--- config.mk ---
export PLATFORM = sky130hd
export DESIGN_NAME = cam_capture
export DESIGN_NICKNAME = d
export VERILOG_FILES = /design/src/rtl/cam_capture.sv
export SDC_FILE = /design/constraint.sdc
export NUM_CORES = 1
export LEC_CHECK = 0
export BUFFER_PORTS_ARGS = -buffer_cell sky130_fd_sc_hd__buf_2
export CAP_MARGIN = 40
export CORE_MARGIN = 5
export CORE_UTILIZATION = 55
export DETAILED_ROUTE_END_ITERATION = 7
export PLACE_DENSITY = 0.75
export SLEW_MARGIN = 20
export SYNTH_ARGS = -nofsm -noshare
export SYNTH_HDL_FRONTEND = slang
export SYNTH_SLANG_ARGS = --single-unit
--- constraint.sdc ---
create_clock -name i_p_clk -period 2.4 [get_ports i_p_clk]
set_input_delay 0.12 -clock i_p_clk [delete_from_list [all_inputs] [get_ports i_p_clk]]
set_output_delay 0.12 -clock i_p_clk [all_outputs]
set_load 0.1 [all_outputs]
--- src/rtl/cam_capture.sv ---
// cam_capture: RGB444 camera byte-stream capture into a frame buffer write port,
// with post-reset frame skipping, frame counting and sticky framing-error detection.
module cam_capture #(
    parameter int H_PIXELS   = 640,
    parameter int V_LINES    = 480,
    parameter int FRAME_SKIP = 2
) (
    input  logic        i_p_clk,
    input  logic        i_rstn,
    input  logic        i_cam_vsync,
    input  logic        i_cam_href,
    input  logic [7:0]  i_cam_data,
    input  logic        i_err_clr,
    output logic        o_we,
    output logic [18:0] o_waddr,
    output logic [11:0] o_wdata,
    output logic        o_frame_active,
    output logic        o_frame_done,
    output logic [7:0]  o_frame_cnt,
    output logic        o_err
);
    localparam logic [19:0] TOTAL      = 20'(H_PIXELS * V_LINES);
    localparam logic [15:0] LINE_BYTES = 16'(2 * H_PIXELS);
    localparam logic [15:0] LINES      = 16'(V_LINES);
    localparam logic [7:0]  SKIP_LAST  = 8'(FRAME_SKIP - 1);

    typedef enum logic [1:0] {SKIP, ARMED, CAPTURE} state_t;

    state_t      state;
    logic        vs_r, vs_q, hr_r, hr_q, phase;
    logic [7:0]  d_r, skip_cnt;
    logic [3:0]  red;
    logic [15:0] byte_cnt, line_cnt;
    logic [19:0] pix_cnt;
    logic        vs_rise, vs_fall, hr_fall, err_set;

    always_comb begin
        vs_rise = vs_r && !vs_q;
        vs_fall = !vs_r && vs_q;
        hr_fall = !hr_r && hr_q;
        // a vsync rise with href still high is a truncated line
        err_set = (state == CAPTURE) &&
                  (vs_rise ? (pix_cnt != TOTAL || line_cnt != LINES || hr_r) :
                   hr_r    ? (phase && pix_cnt >= TOTAL) :
                             (hr_fall && byte_cnt != LINE_BYTES));
    end

    always_ff @(posedge i_p_clk or negedge i_rstn) begin
        if (!i_rstn) begin
            state          <= SKIP;
            {vs_r, vs_q, hr_r, hr_q, phase} <= '0;
            d_r            <= '0;
            skip_cnt       <= '0;
            red            <= '0;
            byte_cnt       <= '0;
            line_cnt       <= '0;
            pix_cnt        <= '0;
            o_we           <= 1'b0;
            o_waddr        <= '0;
            o_wdata        <= '0;
            o_frame_active <= 1'b0;
            o_frame_done   <= 1'b0;
            o_frame_cnt    <= '0;
            o_err          <= 1'b0;
        end else begin
            {vs_q, vs_r} <= {vs_r, i_cam_vsync};
            {hr_q, hr_r} <= {hr_r, i_cam_href};
            d_r          <= i_cam_data;
            o_we         <= 1'b0;
            o_frame_done <= 1'b0;
            o_err        <= err_set || (o_err && !i_err_clr);
            case (state)
                SKIP: begin
                    if (FRAME_SKIP == 0) state <= ARMED;
                    else if (vs_rise) begin
                        if (skip_cnt == SKIP_LAST) state <= ARMED;
                        skip_cnt <= skip_cnt + 8'd1;
                    end
                end
                ARMED: begin
                    if (vs_fall) begin
                        state          <= CAPTURE;
                        o_frame_active <= 1'b1;
                        pix_cnt        <= '0;
                        phase          <= 1'b0;
                        byte_cnt       <= '0;
                        line_cnt       <= '0;
                    end
                end
                CAPTURE: begin
                    if (vs_rise) begin
                        state          <= ARMED;
                        o_frame_active <= 1'b0;
                        o_frame_done   <= 1'b1;
                        o_frame_cnt    <= o_frame_cnt + 8'd1;
                    end else if (hr_r) begin
                        byte_cnt <= byte_cnt + 16'd1;
                        phase    <= !phase;
                        if (!phase) red <= d_r[3:0];
                        else if (pix_cnt < TOTAL) begin
                            o_we    <= 1'b1;
                            o_waddr <= pix_cnt[18:0];
                            o_wdata <= {red, d_r};
                            pix_cnt <= pix_cnt + 20'd1;
                        end
                    end else if (hr_fall) begin
                        line_cnt <= line_cnt + 16'd1;
                        phase    <= 1'b0;
                        byte_cnt <= '0;
                    end
                end
                default: state <= SKIP;
            endcase
        end
    end
endmodule

==> results of run 1 <==
==> repair_timing <==
action                     CTS  global route
hold buffers                12             0
gates resized for setup      0             0
setup endpoints to repair    0             0
hold endpoints to repair    57             0
==> synthesized netlist by cell type, types with 3 or more instances <==
cell type	n
a21oi_1	9
and3_1	5
and4_1	8
buf_2	7
clkbuf_1	13
dfrtp_1	122
ha_1	9
inv_1	15
mux2_2	4
mux2i_1	3
nand2_1	122
nand2b_1	3
nand3_1	22
nand4_1	19
nor2_1	47
nor3_1	19
nor4_1	16
nor4b_1	4
o21ai_0	15
xnor2_1	40
xor2_1	10
==> power by group <==
| group | internal [uW] | switching [uW] | total [uW] |
|---|---|---|---|
| Sequential | 2300 | 217 | 2520 |
| Clock | 1820 | 939 | 2760 |
| Combinational | 325 | 1170 | 1490 |
==> cells by family after synthesis <==
| kind of cell | share of synthesized area, % |
|---|---|
| simple gates | 25.4 |
| xor+xnor | 8.11 |
| buf+inv | 2.59 |
| compound gates | 3.92 |
| flops | 56.5 |
| fa+ha+maj | 2.09 |
| mux | 1.39 |
==> metrics by stage <==
step | std cells | power (uW) | utilization (%) | setup slack [ns]
after floorplan | 542 | 3680 | - | 0.578
after global placement | 724 | 3990 | 60.7 | 0.386
after detailed placement | 724 | 4020 | 60.7 | 0.391
after CTS | 767 | 6820 | 68.6 | 0.384
after global routing | 767 | 7040 | 68.6 | 0.161
final | 767 | 6770 | 68.6 | 0.362
==> cell type report <==
type	count	area [sq um]	area share, %
sequential	122	3050	46.0
multi-input combinational	385	2210	33.2
clock inverter	13	218	3.28
inverter	15	56.3	0.847
timing repair buffer	81	515	7.76
clock buffer	18	428	6.44
tap	133	166	2.50
==> sequential cells by signal, indices dropped and copies added, names as in the netlist, 2 cells and up <==
register	count
d_r	8
byte_cnt	16
o_frame_cnt	8
state	2
red	4
pix_cnt	20
o_waddr	19
line_cnt	16
skip_cnt	8
o_wdata	12
==> critical path: stages (launching register included) <==
cell	delay (ns)
dfrtp_1	0.41
nor2b_1	0.41
o31a_1	0.66
nand4b_1	0.22
xor2_1	0.16
nor2_1	0.06
==> routing by layer <==
metal / vias to the layer above / part of all wire [%] / global-route usage [%]
met5: - / 0 / 0
met4: 0 / 1.7 / 8.30
met3: 25 / 4.9 / 5.57
met2: 95 / 48 / 32.9
met1: 2071 / 45 / 31.2
li1: 2009 / - / -
==> path summary, 6_finish.rpt <==
kind                          startpoint     endpoint  slack (ns)  depth (start not counted)
max reg2reg                         vs_r  byte_cnt[4]        0.36                          5
min in group i_p_clk       i_cam_data[3]       d_r[3]        0.23                          2
max in group asynchronous         i_rstn  skip_cnt[0]        1.53                          3
max                                 vs_r  byte_cnt[4]        0.36                          5
min                               i_rstn  byte_cnt[9]        0.17                          2
min reg2reg                       d_r[7]   o_wdata[7]        0.44                          2
==> run_results.csv, run 1 <==
group,metric,value,unit
timing,min_period_over_period,84.9,%
yosys,synth_edf_count,0,
yosys,synthTopCellsByArea,"dfrtp_1 57%, nand2_1 8.5%, xnor2_1 6.5%, nor2_1 3.3%, nand4_1 2.2%",
clocking,cts_tree,"built",
detailed_routing,vias,4200,
yosys,ys_async_sr_fraction,100,%
timing,worstMarginPinSlew,0.699,ns
timing,rsz0062_at_grt,"no",
die,start_util,55.8,%
clocking,cts.sinks,122,
die,die-height,109,microns
worst_setup_path,worst-path-max-fanout,16,
finish,syn_to_final_growth,23.0,%
die,fp-row-count,36,
clocking,cts_buffer_depth,2,
placed_design,dp_hpwl,8.03,mm
grt,grt_pass1_vias,4199,
timing,period_needed,2.04,ns
clocking,clk_pin_slew,0.06,ns
yosys,synth_top_area_cell,"dfrtp_1",
worst_setup_path,worstSetupStartpointType,"register",
detailed_routing,first_iter_violations,244,
timing,timing.setup.tns,0,ns
power_and_ir_drop,peakVddDrop,820,uV
placed_design,gp_congestion,0.866,
timing,slew_viol_final,0,
timing,hold_violations,0,
timing,fmax,0.491,GHz
detailed_routing,dr.pass1.iters,4,
yosys,synthCells,542,
finish,n_fill_cell,749,
yosys,syn_nets,564,
placed_design,place_area,5880,sq um
grt,grt_max_degree,50,
grt,antenna_found_initial,0,
yosys,ys.flop_type,"dfrtp_1",
flow_run,max-cap-violations,0,
clocking,htreeDepth,4,
die,die_area,11900,sq um
timing,fin_hold_ws,0.168,ns
hold_path,hold_path.class,"in2async",
outcome,status,"complete, no violations",
clocking,root_buffer,"clkbuf_8",
finish,layout_common_cells,"122 x nand2_1, 122 x dfrtp_1, 54 x buf_2",
detailed_routing,remaining_drc_errors,0,
timing,setup_violations,0,
yosys,yosysTopAreaCellShare,56.5,%
detailed_routing,wire_per_inst,15.5,microns
placed_design,portBuffers,55,
finish,final_layout_size_suffix_gt1_share,17.2,%
detailed_routing,vias_per_cell,5.48,
worst_setup_path,cp.arrival,2.44,ns
die,io_pins,56,
timing,timing.slew.headroom,53.4,%
grt,grt_pass1_wl,20.4,mm
clocking,clk_latency,0.52,ns
grt,overflow,0,
yosys,yosysSeqAreaShare,56.5,%
yosys,synth_warnings,0,
clocking,numCtsBuffers,17,
finish,final_area,6640,sq um
die,fp.coreArea,9680,sq um
detailed_routing,ant_nets,0,
power_and_ir_drop,p_per_area,1020,nW/um^2
clocking,post-cts-setup-buffers,0,
detailed_routing,wl,11.9,mm
yosys,syn_area_per_cell,9.96,sq um
die,die_w,109,microns
finish,antenna_cells,0,
yosys,ys_ff_latch,122,
yosys,netlist_area,5400,sq um
timing,fin_skew,0.00946,ns
worst_setup_path,path_class,"reg2reg",
worst_setup_path,critPathCaptureType,"register",
worst_setup_path,worst_ep_required_time,2.80,ns
power_and_ir_drop,cellLeakagePower,0.00322,uW
finish,fin_nets,644,
grt,grt_usage,22.0,%
yosys,synth_cell_types,44,
Note: power is estimated with default switching activity, not from simulation.
==> run 2: changes to the inputs <==
==> constraint.sdc (replaced) <==
create_clock -name i_p_clk -period 1.9 [get_ports i_p_clk]
set_input_delay 0.095 -clock i_p_clk [delete_from_list [all_inputs] [get_ports i_p_clk]]
set_output_delay 0.095 -clock i_p_clk [all_outputs]
set_load 0.1 [all_outputs]
==> run 2 against run 1 <==
  * Clock skew fell by 0.0019 ns
  * Clock power rose by 11%
  * Global-route usage up 0.99 points
  * Fmax grew 11%
  * Power up 22%
  * Largest power group is now registers
  * Via count rose by 3.5%
  * Utilization grew 1.2 points
  * Die area unchanged
==> run_results.csv, run 2 (synthesis results as in run 1) <==
group,metric,value,unit
worst_setup_path,path_class,"reg2reg",
finish,layout_commonest_cell,"nand2_1",
grt,grt_max_degree,35,
power_and_ir_drop,cellLeakagePower,0.00330,uW
power_and_ir_drop,p_per_area,1220,nW/um^2
finish,top_regs,"pix_cnt x20, o_waddr x19",
timing,min_period_over_period,96.7,%
grt,grt_pass1_wl,21.1,mm
timing,setup_violations,0,
clocking,clk_pin_slew,0.06,ns
flow_run,max-cap-violations,0,
timing,slew_viol_final,0,
timing,timing.setup.tns,0,ns
detailed_routing,wl_met2,6.25,mm
finish,final_layout_size_suffix_gt1_share,21.3,%
timing,hold_violations,0,
finish,fin_nets,663,
worst_setup_path,cp.arrival,2.25,ns
detailed_routing,first_iter_violations,320,
grt,overflow,0,
grt,grt_usage,23.0,%
worst_setup_path,worst_ep_required_time,2.32,ns
timing,fmax,0.544,GHz
clocking,htreeDepth,4,
die,die_area,11900,sq um
detailed_routing,ant_nets,0,
clocking,numCtsBuffers,17,
die,fp-row-count,36,
die,die_w,109,microns
hold_path,hold_path.class,"in2async",
grt,grt_pass1_vias,4297,
placed_design,dp_hpwl,8.31,mm
worst_setup_path,worstRegToRegCells,6,
detailed_routing,wire_per_inst,16.0,microns
die,die-height,109,microns
detailed_routing,top_layer_used,"met4",
outcome,status,"complete, no violations",
clocking,cts_buffer_depth,2,
die,start_util,55.8,%
worst_setup_path,worstSetupStartpointType,"register",
power_and_ir_drop,peakVddDrop,926,uV
clocking,cts.sinks,122,
detailed_routing,wl_met1,5.52,mm
detailed_routing,dr_wl_met3,614,microns
placed_design,portBuffers,55,
detailed_routing,vias_per_cell,5.52,
finish,fin_util,69.8,%
detailed_routing,vias,4348,
finish,antenna_cells,0,
detailed_routing,remaining_drc_errors,0,
detailed_routing,wl,12.6,mm
finish,syn_to_final_growth,25.2,%
finish,top_register,"pix_cnt",
timing,timing.slew.headroom,66.7,%
clocking,cts_tree,"built",
finish,largest_reg_flops,20,
placed_design,gp_congestion,0.894,
timing,fin_skew,0.00757,ns
clocking,root_buffer,"clkbuf_8",
grt,antenna_found_initial,0,
placed_design,dp.cells,740,
finish,stdcell_count,787,
timing,worstMarginPinSlew,0.503,ns
die,fp.coreArea,9680,sq um
worst_setup_path,worst-path-max-fanout,10,
finish,layout_common_cells,"122 x nand2_1, 121 x dfrtp_1, 54 x buf_2",
detailed_routing,dr.pass1.iters,4,
die,io_pins,56,
clocking,clk_latency,0.54,ns
timing,period_needed,1.84,ns
worst_setup_path,critPathCaptureType,"register",
==> run 2: layer usage <==
metal	GRT usage [%]	vias up
met2	36.0	138
met1	31.3	2142
met4	9.29	0
met3	5.21	21
met5	0	-
li1	-	2047
==> run 2: what timing repair did <==
action,in CTS,in global routing
hold buffers,12,0
setup endpoints to repair,3,37
gates resized for setup,4,11
endpoints found under the hold margin,133,0
pin swaps,0,4
setup buffers,0,3
==> run 2: where the power goes <==
group,switching [uW],internal (uW),leakage [uW]
logic,1520,479,0.00138
registers,276,2900,0.00165
clock network,1260,1790,0.000273
total,3050,5180,0.00330
==> run 2: layout make-up <==
cell class	instances	area, sq um
clock buffers	18	428
flip-flops and latches	122	3050
fillers	721	2920
inverters	15	60.1
repair buffers	100	674
multi-input cells	385	2240
well taps	133	166
clock inverters	14	138
==> run 2: critical path, cell delays in order (launching register included) <==
cell and delay [ns]:
dfrtp_2 0.45, and2b_1 0.22, nand4_1 0.14, buf_4 0.22, nor4_1 0.44, xnor2_1 0.18
nor2_1 0.06
==> run 2: path summary, 6_finish.rpt <==
kind | start | end | slack (ns)
max in group asynchronous | i_rstn | o_waddr[15] | 1.16
setup reg to reg | state[0] | pix_cnt[11] | 0.06
hold / removal | i_rstn | byte_cnt[8] | 0.06
min in group i_p_clk | i_cam_vsync | vs_r | 0.20
setup / recovery | state[0] | pix_cnt[11] | 0.06
hold reg to reg | d_r[4] | o_wdata[4] | 0.44
==> run 2: through the flow <==
| stage | hold WS [ns] | power (uW) | worst slack, ns | cell area [sq um] |
|---|---|---|---|---|
| 3_3_place_gp | 0.0753 | 5090 | 0.0702 | 6010 |
| 2_1_floorplan | -0.201 | 4650 | 0.0781 | 5400 |
| 5_1_grt | 0.105 | 8540 | -0.00988 | 6760 |
| 3_5_place_dp | 0.0782 | 5150 | 0.00240 | 6010 |
| 6_report | 0.0643 | 8230 | 0.0634 | 6760 |
| 4_1_cts | 0.0559 | 8250 | 0.00357 | 6710 |
==> run 3: changes to the inputs <==
--- a/config.mk
+++ b/config.mk
@@ -5,12 +5,12 @@
 export SDC_FILE = /design/constraint.sdc
 export NUM_CORES = 1
 export LEC_CHECK = 0
-export BUFFER_PORTS_ARGS = -buffer_cell sky130_fd_sc_hd__buf_2
 export CAP_MARGIN = 40
 export CORE_MARGIN = 5
 export CORE_UTILIZATION = 55
 export DETAILED_ROUTE_END_ITERATION = 7
-export PLACE_DENSITY = 0.75
+export DONT_BUFFER_PORTS = 1
+export PLACE_DENSITY = 0.7
 export SLEW_MARGIN = 20
 export SYNTH_ARGS = -nofsm -noshare
 export SYNTH_HDL_FRONTEND = slang
==> run 3 against run 2 <==
  * The flow now finishes with violations (hold timing)
  * Highest routed layer unchanged
  * Setup slack lost 0.055 ns
  * Worst hold slack lost 0.81 ns
  * Utilization is 0.56 points higher
  * Power rose by 4.6%
  * Critical endpoint is now pix_cnt[4]
  * Fmax is 2.9% lower
  * Critical path depth did not move
  * Cell area increased by 0.80%
  * Clock skew shrank 0.0011 ns
  * Non-clock buffer count decreased by 17
==> run_results.csv, run 3 (synthesis results as in run 1) <==
group,metric,value,unit
die,die_w,109,microns
placed_design,portBuffers,0,
detailed_routing,dr.pass1.iters,5,
power_and_ir_drop,p_sw,2910,uW
grt,grt_pass1_wl,20.1,mm
outcome,status,"complete, but fails checks",
timing,fin_hold_ws,-0.743,ns
timing,fmax,0.529,GHz
grt,overflow,0,
detailed_routing,vias_per_cell,5.51,
die,fp-row-count,36,
die,start_util,55.8,%
outcome,violations,"hold timing",
detailed_routing,wl,11.9,mm
worst_setup_path,critPathCaptureType,"register",
power_and_ir_drop,combPwrFrac,23.4,%
hold_path,hold_path.class,"in2async",
timing,fin_skew,0.00652,ns
die,die-height,109,microns
clocking,htreeDepth,4,
worst_setup_path,worstPathCellList,"and2b_1, nand4_1, or2_1, inv_1, nand4_1, mux2i_1",
clocking,cts_tree,"built",
clocking,cts_buffer_depth,2,
flow_run,max-cap-violations,0,
clocking,post-cts-setup-buffers,0,
finish,antenna_cells,0,
finish,syn_to_final_growth,26.2,%
detailed_routing,remaining_drc_errors,0,
timing,hold_violations,122,
power_and_ir_drop,power,8610,uW
power_and_ir_drop,clockPowerShare,40.0,%
timing,timing.slew.headroom,68.5,%
power_and_ir_drop,pwr-share-seq,36.6,%
clocking,cts.sinks,122,
finish,n_fill_cell,724,
worst_setup_path,worstSetupStartpointType,"register",
clocking,cts-hold-fix-buffers,11,
timing,rsz0062_at_grt,"yes",
timing,slew_viol_final,0,
worst_setup_path,critPathMaxStageDelay,0.42,ns
grt,grt_pass1_vias,4151,
clocking,root_buffer,"clkbuf_8",
grt,grt_max_degree,123,
die,io_pins,56,
worst_setup_path,worst-path-max-fanout,12,
placed_design,dp_hpwl,7.92,mm
finish,top_register,"pix_cnt",
finish,multiInputGateArea,2240,sq um
worst_setup_path,path_class,"reg2reg",
power_and_ir_drop,peakVddDrop,1170,uV
finish,fin_nets,646,
detailed_routing,ant_nets,0,
clocking,numCtsBuffers,17,
worst_setup_path,r2r_slack,0.009,ns
worst_setup_path,critPathMostFrequentCell,"nand4_1",
power_and_ir_drop,p_per_area,1260,nW/um^2
timing,setup_violations,0,
grt,grt_usage,21.8,%
power_and_ir_drop,switching_share,33.8,%
worst_setup_path,worst_ep_required_time,2.31,ns
finish,seqCellArea,3050,sq um
timing,min_period_over_period,99.5,%
clocking,clk_pin_slew,0.06,ns
detailed_routing,vias,4235,
finish,final_layout_size_suffix_gt1_share,18.6,%
worst_setup_path,cp.arrival,2.30,ns
detailed_routing,first_iter_violations,414,
worst_setup_path,path_delay_family,"simple AND/OR/NAND/NOR gates",
detailed_routing,wire_per_inst,15.5,microns
grt,antenna_found_initial,0,
die,die_area,11900,sq um
finish,layout_common_cells,"122 x nand2_1, 122 x dfrtp_1, 71 x buf_4",
die,fp.coreArea,9680,sq um
worst_setup_path,crit_slowest_cell,"dfrtp_1",
placed_design,gp_congestion,0.848,
timing,worstMarginPinSlew,0.467,ns
timing,period_needed,1.89,ns
power_and_ir_drop,internal_power,5700,uW
power_and_ir_drop,cellLeakagePower,0.00324,uW
finish,top_regs,"pix_cnt x20, o_waddr x19",
worst_setup_path,cp_num_buf_inv,1,
finish,largest_reg_flops,20,
clocking,clk_latency,0.53,ns
## run 3: what timing repair did
| action | 4_1_cts | 5_1_grt |
|---|---|---|
| resized for setup | 2 | 6 |
| setup endpoints to repair | 1 | 35 |
| endpoints found under the hold margin | 133 | 122 |
## run 3: worst register-to-register path, delay by kind of cell (launching register included)
| kind | cells | cell delay [ns] |
|---|---|---|
| DFF | 1 | 0.42 |
| buffers and inverters | 1 | 0.30 |
| and+or+nand+nor | 4 | 0.88 |
| muxes | 1 | 0.16 |
## run 3: cell type report
| class | count | area share, % |
|---|---|---|
| inverters | 15 | 0.826 |
| flip-flops and latches | 122 | 44.8 |
| multi-input cells | 385 | 32.9 |
| clock buffers | 17 | 6.08 |
| clock inverters | 14 | 3.25 |
| well taps | 133 | 2.44 |
| repair buffers | 83 | 9.73 |
## run 3: worst paths after layout
check,startpoint,to,cells after the start
setup / recovery,state[0],pix_cnt[4],6
hold / removal,i_rstn,byte_cnt[10],0
setup reg to reg,state[0],pix_cnt[4],6
hold reg to reg,d_r[7],o_wdata[7],2
max in group asynchronous,i_rstn,o_wdata[10],0
min in group i_p_clk,i_cam_data[0],d_r[0],1
## run 3: power groups by stage
stage	sequential, uW	clock (uW)	combinational [uW]
after global placement	3170	0	1960
after floorplan	4140	0	513
final	3150	3450	2010
after CTS	3150	3500	2020
after global routing	3190	3610	2140
after detailed placement	3190	0	1990
## run 3: layer usage
layer / vias to the layer above / share of wire [%] / wire length [microns] / track usage (%)
met5: - / 0 / 0 / 0
li1: 2007 / - / - / -
met1: 2080 / 44 / 5310 / 29.4
met3: 29 / 5.5 / 660 / 6.63
met4: 0 / 2.2 / 260 / 9.11
met2: 119 / 48 / 5720 / 32.9
## run 3: through the flow
| step | worst slack, ns | cell area [sq um] | setup TNS (ns) | std cells | utilization (%) |
|---|---|---|---|---|---|
| floorplan | 0.0781 | 5400 | 0 | 542 | - |
| detailed placement | -0.0372 | 6040 | -0.0372 | 727 | 62.3 |
| CTS | 0.0128 | 6790 | 0 | 769 | 70.1 |
| finish | 0.00882 | 6820 | 0 | 769 | 70.4 |
| global route | -0.115 | 6820 | -1.08 | 769 | 70.4 |
| global placement | 0.0413 | 6040 | 0 | 727 | 62.3 |
